File: config.mk
export PLATFORM = sky130hd
export DESIGN_NAME = rca_cfg_readback
export DESIGN_NICKNAME = d
export VERILOG_FILES = /design/src/rtl/rca_config_pkg.sv /design/src/rtl/rca_cfg_readback.sv
export SDC_FILE = /design/constraint.sdc
export NUM_CORES = 1
export LEC_CHECK = 0
export BUFFER_PORTS_ARGS = -buffer_cell sky130_fd_sc_hd__buf_2
export CAP_MARGIN = 20
export CORE_UTILIZATION = 45
export DETAILED_ROUTE_END_ITERATION = 7
export GPL_TIMING_DRIVEN = 0
export PLACE_DENSITY = 0.69
export SYNTH_ARGS = -nofsm -noshare
export SYNTH_HDL_FRONTEND = slang
export SYNTH_SLANG_ARGS = --single-unit
File: constraint.sdc
create_clock -name clk -period 1.85 [get_ports clk]
set_clock_uncertainty 0.05 [all_clocks]
set_input_delay 0.0925 -clock clk [delete_from_list [all_inputs] [get_ports clk]]
set_output_delay 0.0925 -clock clk [all_outputs]
set_load 0.005 [all_outputs]
File: src/rtl/rca_config_pkg.sv
// Shared RCA configuration definitions: readback FSM states and entry-count helpers.
package rca_config;

  typedef enum logic [1:0] {
    RB_IDLE,
    RB_FETCH,
    RB_CAPTURE,
    RB_STREAM
  } rca_cfg_rb_state_t;

  localparam int unsigned RB_ADDR_W = 5;

  function automatic int unsigned rb_entry_count(input int unsigned nr, input int unsigned nw);
    return nr + nw;
  endfunction

  localparam int unsigned RB_NUM_ENTRIES = rb_entry_count(5, 2);

endpackage

File: src/rtl/rca_cfg_readback.sv
// Reads one RCA's source/destination register map from the config store and
// streams it out one entry per handshake: sources first, then destinations.
module rca_cfg_readback
  import rca_config::*;
#(
  parameter int unsigned NUM_RCAS        = 4,
  parameter int unsigned NUM_READ_PORTS  = 5,
  parameter int unsigned NUM_WRITE_PORTS = 2
) (
  input  logic                                   clk,
  input  logic                                   rst,
  input  logic                                   req_valid,
  input  logic [$clog2(NUM_RCAS)-1:0]            req_rca_sel,
  output logic                                   req_ready,
  output logic                                   cfg_rd_en,
  output logic [$clog2(NUM_RCAS)-1:0]            cfg_rd_rca,
  input  logic [RB_ADDR_W*NUM_READ_PORTS-1:0]    cfg_rd_src,
  input  logic [RB_ADDR_W*NUM_WRITE_PORTS-1:0]   cfg_rd_dest,
  output logic                                   out_valid,
  input  logic                                   out_ready,
  output logic [RB_ADDR_W-1:0]                   out_reg_addr,
  output logic                                   out_is_dest,
  output logic [$clog2((NUM_READ_PORTS > NUM_WRITE_PORTS) ? NUM_READ_PORTS : NUM_WRITE_PORTS)-1:0] out_port_idx,
  output logic                                   out_last,
  input  logic                                   flush
);

  localparam int unsigned NUM_ENTRIES = rb_entry_count(NUM_READ_PORTS, NUM_WRITE_PORTS);
  localparam int unsigned SEL_W       = $clog2(NUM_RCAS);
  localparam int unsigned MAX_PORTS   = (NUM_READ_PORTS > NUM_WRITE_PORTS) ? NUM_READ_PORTS : NUM_WRITE_PORTS;
  localparam int unsigned PIDX_W      = $clog2(MAX_PORTS);
  localparam int unsigned CNT_W       = (NUM_ENTRIES > 1) ? $clog2(NUM_ENTRIES) : 1;
  localparam int unsigned SRC_W       = RB_ADDR_W * NUM_READ_PORTS;
  localparam int unsigned DEST_W      = RB_ADDR_W * NUM_WRITE_PORTS;

  rca_cfg_rb_state_t  state_q, state_d;
  logic [SEL_W-1:0]   rca_q, rca_d;
  logic [CNT_W-1:0]   cnt_q, cnt_d;
  logic [SRC_W-1:0]   src_q, src_d;
  logic [DEST_W-1:0]  dest_q, dest_d;

  logic stream;
  logic at_last;
  logic handshake;

  assign stream    = (state_q == RB_STREAM);
  assign at_last   = (cnt_q == CNT_W'(NUM_ENTRIES - 1));
  assign handshake = stream && out_ready;

  always_ff @(posedge clk or posedge rst) begin
    if (rst) begin
      state_q <= RB_IDLE;
      rca_q   <= '0;
      cnt_q   <= '0;
      src_q   <= '0;
      dest_q  <= '0;
    end else begin
      state_q <= state_d;
      rca_q   <= rca_d;
      cnt_q   <= cnt_d;
      src_q   <= src_d;
      dest_q  <= dest_d;
    end
  end

  always_comb begin
    state_d = state_q;
    rca_d   = rca_q;
    cnt_d   = cnt_q;
    src_d   = src_q;
    dest_d  = dest_q;
    unique case (state_q)
      RB_IDLE: begin
        if (req_valid && !flush) begin
          rca_d   = req_rca_sel;
          state_d = RB_FETCH;
        end
      end
      RB_FETCH: state_d = RB_CAPTURE;
      RB_CAPTURE: begin
        src_d   = cfg_rd_src;
        dest_d  = cfg_rd_dest;
        cnt_d   = '0;
        state_d = RB_STREAM;
      end
      RB_STREAM: begin
        // Counter parks on the last entry; leaving STREAM ends the readback.
        if (handshake) begin
          if (at_last) state_d = RB_IDLE;
          else         cnt_d   = cnt_q + CNT_W'(1);
        end
      end
      default: state_d = RB_IDLE;
    endcase
    if (flush) state_d = RB_IDLE;
  end

  always_comb begin
    req_ready    = (state_q == RB_IDLE) && !flush;
    cfg_rd_en    = (state_q == RB_FETCH);
    cfg_rd_rca   = (state_q == RB_FETCH) ? rca_q : '0;
    out_valid    = stream;
    out_reg_addr = '0;
    out_is_dest  = 1'b0;
    out_port_idx = '0;
    out_last     = stream && at_last;
    if (stream) begin
      for (int unsigned i = 0; i < NUM_READ_PORTS; i++) begin
        if (cnt_q == CNT_W'(i)) begin
          out_reg_addr = src_q[RB_ADDR_W*i +: RB_ADDR_W];
          out_port_idx = PIDX_W'(i);
        end
      end
      for (int unsigned i = 0; i < NUM_WRITE_PORTS; i++) begin
        if (cnt_q == CNT_W'(NUM_READ_PORTS + i)) begin
          out_reg_addr = dest_q[RB_ADDR_W*i +: RB_ADDR_W];
          out_is_dest  = 1'b1;
          out_port_idx = PIDX_W'(i);
        end
      end
    end
  end

endmodule

==> results of run 1 <==
## stage by stage
step | std cells | worst slack, ns | hold slack, ns | util (%) | area (um^2)
final | 402 | -0.2375 | 0.03393 | 68.00 | 3254
after global routing | 402 | -0.3389 | 0.01909 | 68.00 | 3254
after CTS | 401 | -0.2185 | 0.02239 | 67.24 | 3218
after detailed placement | 351 | -0.03919 | 0.2477 | 54.82 | 2624
after global placement | 351 | -0.03388 | 0.2420 | 54.82 | 2624
after floorplan | 228 | 0.2446 | 0.1089 | - | 2260
## flip-flops by register name (all words and copies together) (netlist names)
register and count:
src_q 25, dest_q 10, cnt_q 3, rca_q 2, state_q 2
## critical path: cells and delay by family (launching register included)
| family | cells | cell delay [ns] |
|---|---|---|
| DFF | 1 | 0.45 |
| buffers and inverters | 1 | 0.14 |
| and+or+nand+nor | 1 | 0.25 |
| adders and majority gates | 2 | 0.34 |
| AOI/OAI and AO/OA | 3 | 0.47 |
## area by class of cell
class	instances	area share (%)
Tap cell	67	2.576
Multi-Input combinational cell	156	35.10
Sequential cell	42	32.37
Clock buffer	6	2.230
Inverter	15	1.730
Clock inverter	2	1.153
Buffer	15	3.383
Timing Repair Buffer	99	21.45
## placed cells by master, fill, tap and decap left out, types with 2 or more instances in the layout
master	instances
buf_2	64
dfrtp_1	40
dlygate4sd3_1	39
nand2_1	36
mux2_2	31
inv_1	12
o21ai_0	12
o21ai_1	10
a21oi_1	10
nor2_1	7
a21oi_2	7
buf_6	5
buf_4	5
nor2b_1	5
ha_1	5
clkbuf_8	5
inv_2	3
and2_1	3
o311ai_1	3
nand3_1	3
mux2i_1	3
ha_4	3
clkbuf_1	2
a211oi_1	2
dfrtp_2	2
## worst max path at each step
stage,startpoint,to,slack [ns],depth (start not counted)
3_5_place_dp,cnt_q[2],out_reg_addr[0],-0.04,8
4_1_cts,cnt_q[1],out_reg_addr[0],-0.22,7
2_1_floorplan,cnt_q[0],out_reg_addr[0],0.24,6
5_1_grt,cnt_q[0],out_reg_addr[0],-0.34,7
6_report,cnt_q[1],out_reg_addr[0],-0.24,7
3_3_place_gp,cnt_q[0],out_reg_addr[0],-0.03,7
## per-layer routing
| layer | part of all wire, % | global-route usage [%] |
|---|---|---|
| met2 | 49 | 38.73 |
| met4 | 0.84 | 8.497 |
| met3 | 3.7 | 3.591 |
| met5 | 0 | 0 |
| met1 | 47 | 31.00 |
## logic make-up (layout without fill, tap and decap cells)
family                   after synthesis  after routing  synth area share, %
AO/OA/AOI/OAI                         52             52                13.68
adder cells (fa/ha/maj)                9              9                4.983
buffers and inverters                 30            137                6.146
flip-flops                            42             42                46.51
multiplexers                          34             34                16.78
AND/OR/NAND/NOR                       61             61                11.91
## report_power, final
| part | switching [mW] | total (mW) | internal, mW |
|---|---|---|---|
| combinational | 0.872 | 1.84 | 0.968 |
| sequential | 0.261 | 1.64 | 1.37 |
| clock | 0.319 | 0.722 | 0.403 |
## repair_timing
item,4_1_cts,5_1_grt
setup endpoints to repair,8,11
endpoints found under the hold margin,81,0
gates resized for setup,23,12
pin swaps,5,2
gates cloned,1,0
hold buffers,39,0
buffers inserted,2,1
==> results_dict.tcl, run 1 <==
set metrics [dict create \
    clockBufferDepth 2 \
    track_usage_pct 23.32 \
    ys_types 35 \
    num_rows 25 \
    synth-seq-cells 42 \
    clk_latency_ns 0.30 \
    end_kind "output port" \
    required_ns 1.71 \
    clock.fmax_mhz 479.0 \
    grt_pass1_wl_um 9218 \
    cts_buffers 5 \
    tightest_slew_ns 0.8504 \
    first_global_vias 1968 \
    status "finished, violations left" \
    ant_nets 0 \
    path_class "flop to output port" \
    synth-main-ff-cell "dfrtp_1" \
    power_mw 4.197 \
    worst_path_most_repeated_cell "ha_4" \
    synth.area.top_cells "dfrtp_1 47%, mux2_2 15%, nand2_1 6.0%" \
    peakVddDrop_v 0.0006707 \
    synth.most_common_cell "dfrtp_1" \
    nets 385 \
    coreArea_um2 4786 \
    antenna_found_initial 0 \
    drive_above_1_share_pct 39.40 \
    grt_overflow_total 0 \
    cts_sinks 42 \
    start_util_pct 47.22 \
    avgRoutedWirePerCell_um 13.88 \
    grt_max_degree 43 \
    slew_headroom_pct 43.22 \
    ios 57 \
    cp_max_fo 4 \
    synth_fp_nets 279 \
    violations "setup timing" \
    async_flop_share_pct 100.0 \
    cpMaxStageDelayCell "dfrtp_2" \
    path_clk_slew_ns 0.09 \
    drtPass1Iterations 4 \
    yosys-top-cells-count "42 x dfrtp_1, 36 x nand2_1, 31 x mux2_2, 17 x o21ai_0, 15 x a21oi_1" \
    dpl.hpwl_um 3687 \
    multiInputGateArea_um2 1142 \
    crit_path_max_incr_delay_ns 0.45 \
    startpoint_type "flop" \
    min_path_type "input pin to flop" \
    avgViaCountPerCell 4.960 \
    drtIter0Drc 88 \
    cts_tree "built" \
    setup_tns_ns -0.9859 \
    worst_slack_ns -0.2375 \
    cts_root_buf "clkbuf_8" \
    min-delay-start "out_ready" \
    worstHoldPathCells 3 \
    synth_edf_count 0 \
    power.density_nw_per_um2 1290 \
    routed_wl_um 5578 \
    crit_chain "ha_4 > ha_4 > or2_4 > a221oi_2 > o22ai_1 > a21oi_1 > buf_2" \
    cap_viol_max_count 0 \
    yosys_warnings 0 \
    yosysTopAreaCellShare_pct 46.51 \
    area_delta_synth_final_pct 44.02 \
    cp.arrival_ns 1.94 \
    hold_viol 0 \
    io_buffers 56 \
    cts.htree.levels 2 \
    final-setup-viol-count 7 \
    period_needed_ns 2.087 \
    n_fill_cell 371 \
    gp_congestion 0.9035 \
    rrSetupSlack_ns 0.02 \
    synth_area_leader_cell "dfrtp_1" \
    rsz0062_at_grt "true" \
    syn_area_um2 2260 \
    diodes 0 \
    report.final.slew_viol_count 0 \
    die_h_um 72.86 \
    num_vias 1994 \
    reg2reg_from "cnt_q[0]" \
    die_w_um 72.86 \
    r2r_cells 8 \
    die-area_um2 5309 \
    syn_inst 228 \
    hold-path-endpoint "cnt_q[2]" \
    period_share_pct 112.8 \
    p_leak_nw 1.485 \
    syn-mean-instance-area_um2 9.911 \
    ys_seq_area_share_pct 46.51 \
    seq_area_um2 1054 \
    route.detailed.drc 0 \
    timing.rr.end "state_q[1]" \
]
Power figures use the tool's default switching activity.
==> run 2: changes to the inputs <==
- CORE_UTILIZATION: 45 -> 40
- PLACE_DENSITY: 0.69 -> default
==> results_dict.tcl, run 2 (same netlist as run 1, synthesis figures left out) <==
set metrics [dict create \
    period_share_pct 112.5 \
    final_common_cell "buf_2" \
    hold-path-endpoint "cnt_q[2]" \
    diodes 0 \
    period_needed_ns 2.081 \
    coreArea_um2 5473 \
    peakVddDrop_v 0.0005456 \
    track_usage_pct 19.84 \
    ant_nets 0 \
    min_path_type "input pin to flop" \
    grt_overflow_total 0 \
    cp_max_fo 3 \
    routed_wl_um 5596 \
    use_met1_pct 26.47 \
    tightest_slew_ns 0.3481 \
    r2r_cells 5 \
    switchingPower_mw 1.489 \
    combPwrFrac_pct 45.6 \
    reg2reg_from "state_q[0]" \
    drive_above_1_share_pct 42.69 \
    timing.rr.end "src_q[22]" \
    area_delta_synth_final_pct 47.73 \
    largest_register_ffs 25 \
    required_ns 1.71 \
    num_rows 27 \
    startpoint_type "flop" \
    gp_congestion 0.8267 \
    end_kind "output port" \
    die_w_um 77.16 \
    seqPwrFrac_pct 39.4 \
    start_util_pct 41.29 \
    reg.largest.list "src_q x25, dest_q x10, cnt_q x3" \
    io_buffers 56 \
    first_global_vias 1966 \
    grt_busiest_layer "met2" \
    cts_tree "built" \
    top_register "src_q" \
    fin_cells 407 \
    rsz0062_at_grt "true" \
    violations "setup timing" \
    worstHoldPathCells 3 \
    swShare_pct 35.71 \
    n_fill_cell 485 \
    power_frac_clock_pct 15.0 \
    met2_usage_pct 31.86 \
    clk_latency_ns 0.30 \
    grt_use_met3_pct 4.048 \
    dp_cells 357 \
    clockBufferDepth 2 \
    drtPass1Iterations 4 \
    cts_sinks 42 \
    drtIter0Drc 97 \
    report.final.slew_viol_count 0 \
    nets 385 \
    cts_root_buf "clkbuf_8" \
    antenna_found_initial 0 \
    cp.arrival_ns 1.94 \
    setup_tns_ns -1.105 \
    cts.htree.levels 2 \
    avgRoutedWirePerCell_um 13.75 \
    grt_pass1_wl_um 9246 \
    dpl.hpwl_um 3797 \
    place_ws_ns -0.04354 \
    cap_viol_max_count 0 \
    grt_max_degree 43 \
    status "finished, violations left" \
    avgViaCountPerCell 4.786 \
    final-setup-viol-count 7 \
    cts_buffers 5 \
    path_clk_slew_ns 0.09 \
    num_vias 1948 \
    route.detailed.drc 0 \
    hold_viol 0 \
    slew_headroom_pct 76.43 \
    path_class "flop to output port" \
    die-area_um2 5954 \
    min-delay-start "out_ready" \
    clock.fmax_mhz 480.5 \
    most-common-layout-cells "63 x buf_2, 40 x dfrtp_1, 39 x dlygate4sd3_1, 35 x nand2_1, 31 x mux2_2" \
    power.density_nw_per_um2 1249 \
    die_h_um 77.16 \
    rrSetupSlack_ns 0.16 \
    p_leak_nw 1.501 \
    worst_slack_ns -0.2311 \
    ios 57 \
    internal_power_mw 2.680 \
]
-- run 2: cell types whose count changed in the layout (fill, tap and decap cells not counted), moves of 2 or more --
cell	previous run	this run
o311ai_1	3	1
o21ai_0	12	9
inv_1	12	10
buf_4	5	3
o311ai_2	0	2
o21ai_1	10	13
inv_2	3	5
-- run 2: power by group through the flow --
stage	Combinational (mW)	Clock [mW]	Sequential [mW]
after floorplan	1.27	0	1.55
after global placement	1.59	0	1.63
after detailed placement	1.63	0	1.64
after CTS	1.80	0.645	1.63
after global routing	2.11	0.681	1.70
final	1.90	0.623	1.64
-- run 2: what timing repair did --
item	4_1_cts	5_1_grt
endpoints found under the hold margin	81	0
hold buffers	39	0
buffers inserted	1	2
resized for setup	25	29
pin swaps	4	9
gates cloned	0	0
endpoints found under the setup margin	8	9
-- run 2: how the worst max path moves through the flow --
stage               startpoint               to  slack (ns)  cells past startpoint
floorplan             cnt_q[0]  out_reg_addr[0]        0.24                      6
finish                cnt_q[0]  out_reg_addr[2]       -0.23                      8
detailed placement    cnt_q[2]  out_reg_addr[0]       -0.04                      8
global placement      cnt_q[0]  out_reg_addr[0]       -0.04                      7
CTS                   cnt_q[1]  out_reg_addr[0]       -0.24                      7
global route          cnt_q[0]  out_reg_addr[0]       -0.30                      7
-- run 2: cell type report --
type / count / area, um^2 / area share [%]
tap: 72 / 90.09 / 2.699
sequential: 42 / 1054 / 31.56
clock inverter: 2 / 12.51 / 0.3748
multi-input combinational: 156 / 1201 / 35.98
inverter: 15 / 56.30 / 1.687
timing repair buffer: 99 / 728.2 / 21.81
clock buffer: 6 / 82.58 / 2.474
buffer: 15 / 113.9 / 3.411
-- run 2: routing by layer --
metal	wire length, um	part of all wire, %	vias up
met5	0	0	-
met4	70	1.3	0
met3	193	3.4	7
met2	2666	48	35
met1	2666	48	918
li1	-	-	988
-- run 2: critical path: stages (launching register included) --
cell and delay, ns:
dfrtp_2 0.46, ha_4 0.18, ha_4 0.16, or2_4 0.24, buf_6 0.13, a21oi_2 0.11
a21oi_2 0.06, o21ai_1 0.16, buf_2 0.14
-- run 2: stage by stage --
stage               total power, mW  hold WS [ns]  cell area [um^2]  util (%)
finish                        4.169       0.02336              3338     61.00
detailed placement            3.275        0.1045              2658     48.56
global route                  4.492       0.03126              3338     61.00
global placement              3.216        0.2428              2630     48.06
floorplan                     2.817        0.1089              2260         -
CTS                           4.071       0.02011              3234     59.10
==> run 3: changes to the inputs <==
- ABC_AREA: default -> 1
- clock period: 1.85 -> 2.69 ns (I/O delays scaled with it)
==> results_dict.tcl, run 3 <==
set metrics [dict create \
    drtIter0Drc 141 \
    clock.fmax_mhz 449.2 \
    post-cts-setup-buffers 0 \
    final-setup-viol-count 0 \
    die_h_um 76.30 \
    coreArea_um2 5205 \
    synth_area_leader_cell "dfrtp_1" \
    start_util_pct 42.43 \
    p_leak_nw 1.579 \
    first_global_vias 2028 \
    nets 427 \
    clk_latency_ns 0.29 \
    cap_viol_max_count 0 \
    peakVddDrop_v 0.0003582 \
    cts_sinks 42 \
    syn_inst 291 \
    n_fill_cell 524 \
    die_w_um 76.30 \
    area_delta_synth_final_pct 30.93 \
    grt_pass1_wl_um 9397 \
    path_class "flop to output port" \
    fin_cells 447 \
    synth_fp_nets 342 \
    tightest_slew_ns 0.8658 \
    synth.most_common_cell "nand2_1" \
    io_buffers 56 \
    avgRoutedWirePerCell_um 11.78 \
    multiInputGateArea_um2 962.2 \
    dpl.hpwl_um 3901 \
    num_rows 26 \
    yosysTopAreaCellShare_pct 47.59 \
    synth.area.top_cells "dfrtp_1 48%, nand2_1 19%, inv_1 6.8%" \
    seq_area_um2 1051 \
    cts.htree.levels 2 \
    track_usage_pct 20.18 \
    rsz0062_at_grt "false" \
    top_register "src_q" \
    setup_tns_ns 0 \
    grt_overflow_total 0 \
    drtPass1Iterations 4 \
    end_kind "output port" \
    syn_area_um2 2208 \
    num_vias 2039 \
    largest_register_ffs 25 \
    synth-main-ff-cell "dfrtp_1" \
    syn-mean-instance-area_um2 7.589 \
    reg.largest.list "src_q x25, dest_q x10, cnt_q x3" \
    slew_headroom_pct 42.19 \
    dp_cells 417 \
    grt_max_degree 43 \
    period_share_pct 82.77 \
    ant_nets 0 \
    cts_root_buf "clkbuf_8" \
    cts_buffers 5 \
    die-area_um2 5822 \
    synth_edf_count 0 \
    drive_above_1_share_pct 20.69 \
    route.detailed.drc 0 \
    required_ns 2.51 \
    min_path_type "input pin to flop" \
    report.final.slew_viol_count 0 \
    routed_wl_um 5264 \
    ys_seq_area_share_pct 47.59 \
    startpoint_type "flop" \
    power.density_nw_per_um2 880.1 \
    cp_max_fo 10 \
    ios 57 \
    yosys-top-cells-count "111 x nand2_1, 42 x dfrtp_1, 40 x inv_1, 27 x o21ai_0, 12 x nand3_1" \
    hold_viol 0 \
    synth-seq-cells 42 \
    cp.arrival_ns 2.04 \
    most-common-layout-cells "111 x nand2_1, 56 x buf_2, 42 x dfrtp_1, 39 x inv_1, 27 x o21ai_0" \
    ys_types 20 \
    yosys_warnings 0 \
    antenna_found_initial 0 \
    async_flop_share_pct 100.0 \
    final_common_cell "nand2_1" \
    diodes 0 \
    gp_congestion 0.8083 \
    status "finished, final reports clean" \
    period_needed_ns 2.226 \
    avgViaCountPerCell 4.562 \
    cts_tree "built" \
    path_clk_slew_ns 0.08 \
    cts_resized 0 \
    clockBufferDepth 2 \
]
## run 3: cell types whose count changed after synthesis, moves of 5 or more
cell      change
nand2_1      +75
mux2_2       -29
inv_1        +26
buf_2        -12
o21ai_0      +10
nand3_1       +9
clkbuf_1      +7
nor2b_1       -5
## run 3: power by group
part	switching, mW	total, mW	internal, mW
clock	0.213	0.420	0.206
sequential	0.137	1.07	0.930
combinational	0.667	1.06	0.392
## run 3: layout make-up
class	count	area share [%]
buffer	8	1.039
clock buffer	6	2.856
clock inverter	2	0.4327
inverter	44	5.712
multi-input combinational	197	33.28
sequential	42	36.35
tap	70	3.029
timing repair buffer	78	17.31
## run 3: per-layer routing
metal | up-vias | routed length (um) | global-route usage [%]
li1 | 1075 | - | -
met1 | 902 | 2650 | 28.90
met2 | 55 | 2284 | 31.26
met3 | 7 | 272 | 3.473
met4 | 0 | 57 | 5.769
met5 | - | 0 | 0
## run 3: through the flow
step                      util, %  instance area [um^2]  hold WS [ns]  setup slack [ns]  total power [mW]
after floorplan                 -                  2208        0.1969             1.145             1.797
after global placement      49.50                  2576        0.2829            0.7814             2.100
after detailed placement    49.50                  2576        0.2875            0.7881             2.122
after CTS                   55.55                  2892     0.0006886            0.4542             2.576
after global routing        55.55                  2892      0.003923            0.1984             2.821
final                       55.55                  2892      0.005562            0.4636             2.545
## run 3: timing repair
action	4_1_cts	5_1_grt
setup endpoints to repair	0	0
hold buffers	22	0
endpoints found under the hold margin	22	0
## run 3: worst paths after layout
| path | start | endpoint | slack [ns] | cells past startpoint |
|---|---|---|---|---|
| min reg2reg | src_q[14] | src_q[14] | 0.42 | 2 |
| max | cnt_q[0] | out_reg_addr[1] | 0.46 | 11 |
| max in group asynchronous | rst | src_q[21] | 1.52 | 3 |
| min | cfg_rd_dest[4] | dest_q[4] | 0.006 | 3 |
| max reg2reg | state_q[0] | src_q[3] | 0.94 | 7 |
| min in group asynchronous | rst | dest_q[8] | 0.51 | 3 |
## run 3: worst max-delay path, cell delays in order, from the launching register on
cell and delay (ns):
dfrtp_1 0.41, inv_1 0.12, ha_1 0.27, inv_1 0.06
nor2_1 0.15, inv_2 0.13, o21ai_1 0.14, inv_1 0.05
nand2_1 0.08, nand2_1 0.06, a21oi_1 0.14, buf_2 0.14
## run 3: kinds of logic after synthesis
family | synth area share (%)
AOI/OAI and AO/OA | 12.46
adders and majority gates | 5.099
buffers and inverters | 8.838
DFF | 47.59
muxes | 1.020
and+or+nand+nor | 24.99
